File: config.mk
export PLATFORM = sky130hd
export DESIGN_NAME = db_left_ctrl
export DESIGN_NICKNAME = d
export VERILOG_FILES = /design/src/rtl/db_left_ctrl.sv
export SDC_FILE = /design/constraint.sdc
export NUM_CORES = 1
export LEC_CHECK = 0
export CORE_AREA = 5 5 203 205
export CTS_BUF_LIST = sky130_fd_sc_hd__clkbuf_16
export CTS_CLUSTER_SIZE = 8
export DETAILED_ROUTE_END_ITERATION = 8
export DIE_AREA = 0 0 208 210
export GPL_TIMING_DRIVEN = 0
export PLACE_DENSITY = 0.63
export SLEW_MARGIN = 20
export SYNTH_ARGS = -nofsm -noshare
export SYNTH_HDL_FRONTEND = slang
export SYNTH_SLANG_ARGS = --single-unit
File: constraint.sdc
create_clock -name clk -period 3.2 [get_ports clk]
set_input_delay 0.64 -clock clk [delete_from_list [all_inputs] [get_ports clk]]
set_output_delay 0.64 -clock clk [all_outputs]
set_load 0.005 [all_outputs]
File: src/rtl/db_left_ctrl.sv
// Left-neighbour pixel controller: streams 16 stored left-edge words out of the
// line RAM (LOAD), then writes the current LCU's right-edge words back (STORE).
module db_left_ctrl #(
    parameter int DATA_WIDTH = 128,
    parameter int ADDR_WIDTH = 4
) (
    input  logic                  clk,
    input  logic                  rst_n,
    input  logic                  start_i,
    input  logic                  first_lcu_i,
    output logic                  rd_valid_o,
    output logic [DATA_WIDTH-1:0] rd_data_o,
    input  logic                  rd_ready_i,
    input  logic                  wr_valid_i,
    input  logic [DATA_WIDTH-1:0] wr_data_i,
    output logic                  wr_ready_o,
    output logic                  busy_o,
    output logic                  done_o,
    output logic                  cen_o,
    output logic                  ren_o,
    output logic                  wen_o,
    output logic [ADDR_WIDTH-1:0] addr_o,
    output logic [DATA_WIDTH-1:0] ram_data_o,
    input  logic [DATA_WIDTH-1:0] ram_data_i
);

    localparam int CW = ADDR_WIDTH + 1;
    localparam logic [CW-1:0] DEPTH = CW'(1 << ADDR_WIDTH);
    localparam logic [CW-1:0] LAST  = CW'((1 << ADDR_WIDTH) - 1);
    localparam logic [CW-1:0] ONE   = CW'(1);

    typedef enum logic [1:0] {IDLE, LOAD, STORE, DONE} state_t;

    state_t                state, state_nxt;
    logic [CW-1:0]         rd_issue_cnt, rd_beat_cnt, wr_cnt;
    logic [1:0]            occ, occ_left;
    logic                  rd_inflight;
    logic [DATA_WIDTH-1:0] buf_head, buf_tail;
    logic                  rd_pop, rd_issue, wr_fire, enter;

    assign rd_valid_o = (state == LOAD) && (occ != 2'd0);
    assign rd_data_o  = buf_head;
    assign wr_ready_o = (state == STORE);
    assign busy_o     = (state != IDLE);
    assign done_o     = (state == DONE);
    assign ren_o      = ~rd_inflight;

    assign rd_pop  = rd_valid_o && rd_ready_i;
    assign wr_fire = (state == STORE) && wr_valid_i;

    // The word leaving the buffer this cycle frees its slot for a new issue,
    // which is what sustains one beat per cycle with ready held high.
    assign occ_left = occ - {1'b0, rd_pop};
    assign rd_issue = (state == LOAD) && (rd_issue_cnt < DEPTH) &&
                      ((occ_left + {1'b0, rd_inflight}) < 2'd2);

    assign enter = (state_nxt != state) && (state_nxt == LOAD || state_nxt == STORE);

    always_comb begin
        state_nxt = state;
        case (state)
            IDLE:    if (start_i) state_nxt = first_lcu_i ? STORE : LOAD;
            LOAD:    if (rd_pop && rd_beat_cnt == LAST) state_nxt = STORE;
            STORE:   if (wr_fire && wr_cnt == LAST) state_nxt = DONE;
            DONE:    state_nxt = IDLE;
            default: state_nxt = IDLE;
        endcase
    end

    always_comb begin
        cen_o      = 1'b1;
        wen_o      = 1'b1;
        addr_o     = '0;
        ram_data_o = '0;
        if (rd_issue) begin
            cen_o  = 1'b0;
            addr_o = rd_issue_cnt[ADDR_WIDTH-1:0];
        end else if (wr_fire) begin
            cen_o      = 1'b0;
            wen_o      = 1'b0;
            addr_o     = wr_cnt[ADDR_WIDTH-1:0];
            ram_data_o = wr_data_i;
        end
    end

    always_ff @(posedge clk or negedge rst_n) begin
        if (!rst_n) begin
            state        <= IDLE;
            rd_issue_cnt <= '0;
            rd_beat_cnt  <= '0;
            wr_cnt       <= '0;
            rd_inflight  <= 1'b0;
            occ          <= 2'd0;
        end else begin
            state <= state_nxt;
            if (enter) begin
                rd_issue_cnt <= '0;
                rd_beat_cnt  <= '0;
                wr_cnt       <= '0;
                rd_inflight  <= 1'b0;
                occ          <= 2'd0;
            end else begin
                if (rd_issue) rd_issue_cnt <= rd_issue_cnt + ONE;
                if (rd_pop)   rd_beat_cnt  <= rd_beat_cnt + ONE;
                if (wr_fire)  wr_cnt       <= wr_cnt + ONE;
                rd_inflight <= rd_issue;
                case ({rd_inflight, rd_pop})
                    2'b10:   occ <= occ + 2'd1;
                    2'b01:   occ <= occ - 2'd1;
                    default: occ <= occ;
                endcase
            end
        end
    end

    // Two-entry FIFO kept as head/tail registers so the head drives rd_data_o directly.
    always_ff @(posedge clk or negedge rst_n) begin
        if (!rst_n) begin
            buf_head <= '0;
            buf_tail <= '0;
        end else begin
            case ({rd_inflight, rd_pop})
                2'b10: begin
                    if (occ == 2'd0) buf_head <= ram_data_i;
                    else             buf_tail <= ram_data_i;
                end
                2'b01: buf_head <= buf_tail;
                2'b11: begin
                    if (occ == 2'd1) begin
                        buf_head <= ram_data_i;
                    end else begin
                        buf_head <= buf_tail;
                        buf_tail <= ram_data_i;
                    end
                end
                default: ;
            endcase
        end
    end

endmodule

==> results.cfg <==
[global_route]
grt_overflow_total = 0
grt_start_max_net_pins = 92
grt_pass1_vias = 11230
groute.usage.overall_pct = 21.62
grt_antenna_before_repair = 8
grt_pass1_wl_um = 72710

[worst_setup_path]
timing.rr.start = occ[0]
crit_path_end = addr_o[0]
worst_setup_path_end_kind = output pin
timing.rr.end = buf_tail[120]
worst_setup_path_start_kind = flip-flop
register_to_register_path_setup_slack_ns = 0.15
reg2reg_depth = 12
critical_path_class = flip-flop to output pin
worst-path-max-fanout = 4
critical_path_arrival_ns = 2.67
cp-startpoint = occ[0]
critPathRequiredTime_ns = 2.56

[outcome]
status = complete, but fails checks
violations = setup timing

[power]
seq_power_share_pct = 35.6
powerDensity_mw_per_mm2 = 860.8
comb_pwr_share_pct = 41.5
ir_worst_vdd_mv = 0.3610
switchingPower_mw = 5.487
static-leakage-power_nw = 8.645
power.share.clock_pct = 22.9
power_switching_share_pct = 32.05
internal_power_mw = 11.64

[floorplan]
placementRows = 73
ios = 529
die_y_um = 210
die_area_mm2 = 0.04368
die-width_um = 208
initial_core_util_pct = 31.53
fp.coreArea_mm2 = 0.03928

[logic_synthesis]
synth_area_mm2 = 0.01238
synthAdderAreaFrac_pct = 1.112
ys_async_sr_fraction_pct = 100.0
synth_cell_types = 41
post_synth_inst_count = 1110
synthTopCellsByArea = dfrtp_1, mux2_2, a22oi_1
syn_nets = 1383
synth_seq_cells = 276
synth_top_cell_area_share_pct = 55.78
synth-xor-area-share_pct = 0.6366
synth_compound_gate_area_share_pct = 14.37
syn_avg_cell_area_um2 = 11.15
multiplexer_share_of_the_synthesized_area_pct = 11.80
yosys.area_share.simple_pct = 12.41
ys_dominant_reg_cell = dfrtp_1
synth_area_leader_cell = dfrtp_1
synth_edf_count = 0
synth_seq_area_share_pct = 55.78
dominant_combinational_cell_family_by_area_after_synthesis = compound AO/OA/AOI/OAI gates
synth_warnings = 0

[cts]
clockRootBuffer = clkbuf_16
cts.path.max_buffers = 3
clk_transition_reported_paths_ns = 0.05
h-tree-depth = 2
clk-insertion-delay-late_ns = 0.54
clkSinkCount = 276
tritoncts = done
numCtsBuffers = 41

[placement]
detailed_placer_s_ending_hpwl_um = 38850
port_buffers = 528
final_weighted_congestion_in_routability_driven_placement = 0.8935
placed_cells = 2166

[sta]
rsz0062_at_grt = yes
fin_skew_ns = 0.02612
fmaxAchievable_mhz = 302.1
timing_worst_slew_pin_value_ns = 0.5581
final.setup.worst_slack_ns = -0.1102
post-route-min-period_ns = 3.310
hold_violations = 0
max_slew_margin_pct = 62.80
final-max-slew-violation-count = 0
timing.final.setup_violations = 5
period_share_pct = 103.4

[drt]
drt_first_iter_violations = 510
avgRoutedWirePerCell_um = 22.25
post-route-drc-count = 0
detailedRoute.firstPassIterationCount = 5
drt.antenna.violating_nets = 0
via_per_inst = 4.903
routed_wirelength_um = 49730
via_count = 10960

[final_layout]
nets = 1973
utilization_pct = 50.65
area_growth_syn_to_layout_pct = 60.66
final_cell_count_no_fill = 2235
layout-drive-gt1-share_pct = 16.96

[min_path]
hold_path_class = flip-flop to flip-flop

[flow_run]
max_cap_violations = 0
==> critical path, cell delays in order (launching register included) <==
cell,delay (ns)
dfrtp_1,0.37
inv_2,0.06
ha_4,0.17
nor4bb_4,0.29
buf_4,0.19
ha_4,0.20
nor2b_4,0.15
xnor2_4,0.15
nor2_4,0.07
buf_6,0.13
a22o_1,0.20
buf_2,0.14
==> cell families after synthesis <==
group | after synthesis
multiplexers | 130
flip-flops | 276
XOR/XNOR | 9
AO/OA/AOI/OAI | 281
AND/OR/NAND/NOR | 305
adder cells (fa/ha/maj) | 11
buffers and inverters | 98
==> registers in the layout, indices dropped and copies added, names as in the netlist <==
signal,count
rd_data_o,128
buf_tail,128
occ,2
rd_inflight,1
state,2
rd_beat_cnt,5
rd_issue_cnt,5
wr_cnt,5
==> power by group through the flow <==
stage	registers, mW	clock network, mW	logic, mW
2_1_floorplan	6.01	0	3.18
3_5_place_dp	6.14	0	6.93
4_1_cts	6.09	4.03	7.13
3_3_place_gp	6.08	0	6.82
6_report	6.09	3.92	7.11
5_1_grt	6.30	4.18	7.73
==> synth_stat cells, types with 3 or more instances <==
master,count
dfrtp_1,276
nand2_1,138
and2_1,129
a22oi_1,128
mux2_2,128
o21ai_0,115
clkbuf_1,41
buf_2,37
nor2_1,16
o21ai_1,16
ha_1,11
inv_1,9
buf_6,7
a21oi_1,5
xnor2_1,5
a211oi_1,4
a22o_1,4
buf_4,4
xor2_1,4
or4_1,3
==> layout make-up <==
cell class	instances	area, µm²
fillers	3536	19380
flip-flops and latches	276	6908
repair buffers	548	5512
multi-input cells	736	5119
clock buffers	42	1051
well taps	525	656.9
plain buffers	88	516.7
clock inverters	5	81.33
inverters	9	33.78
diodes	6	15.01
==> layout by cell type (no fill, tap or decap), types with 5 or more instances in the layout <==
master           synthesis  routed
clkdlybuf4s50_1          0     503
dfrtp_1                276     275
nand2_1                138     138
mux2_2                 128     128
a22oi_1                128     128
and2_1                 129     128
o21ai_0                115     115
clkbuf_16                0      42
buf_2                   37      36
buf_4                    4      19
o21ai_1                 16      16
clkbuf_2                 0      16
clkbuf_1                41      15
nor2_1                  16      14
buf_6                    7      12
dlygate4sd2_1            0      10
clkbuf_4                 0       9
dlymetal6s2s_1           0       9
ha_1                    11       8
inv_1                    9       7
diode_2                  0       6
a21oi_1                  5       5
==> per-stage QoR <==
step | power [mW] | TNS, ns | area [µm²] | hold slack [ns] | setup slack (ns)
after floorplan | 9.195 | 0 | 12380 | 0.3444 | 0.4154
after global routing | 18.20 | -4.111 | 19890 | 0.4945 | -0.2718
after detailed placement | 13.06 | -131.01 | 18410 | 0.4700 | -0.9038
final | 17.12 | -0.4378 | 19890 | 0.4757 | -0.1102
after CTS | 17.25 | -0.3009 | 19760 | 0.4811 | -0.1129
after global placement | 12.89 | -3075.20 | 18320 | 0.4628 | -10.77
==> worst min-delay path by stage <==
stage	startpoint	endpoint	slack, ns	cells after the start
after floorplan	rst_n	buf_tail[0]	0.34	0
after global placement	rd_data_o[68]	rd_data_o[68]	0.46	2
after detailed placement	rd_data_o[91]	rd_data_o[91]	0.47	2
after CTS	rd_data_o[91]	rd_data_o[91]	0.48	2
after global routing	rd_data_o[91]	rd_data_o[91]	0.49	2
final	rd_data_o[74]	rd_data_o[74]	0.48	2
==> what timing repair did <==
action / CTS / global route
setup buffers: 13 / 3
gates resized for setup: 65 / 65
setup endpoints to repair: 201 / 321
pin swaps: 7 / 6
hold buffers: 1 / 0
endpoints found under the hold margin: 40 / 0
==> per-layer routing <==
layer	track usage [%]	part of all wire (%)	vias to the layer above
li1	-	-	5061
met1	25.00	38	5417
met2	39.33	53	408
met3	6.504	7.1	69
met4	5.572	2.2	4
met5	0	0.044	-
Power figures use the tool's default switching activity.
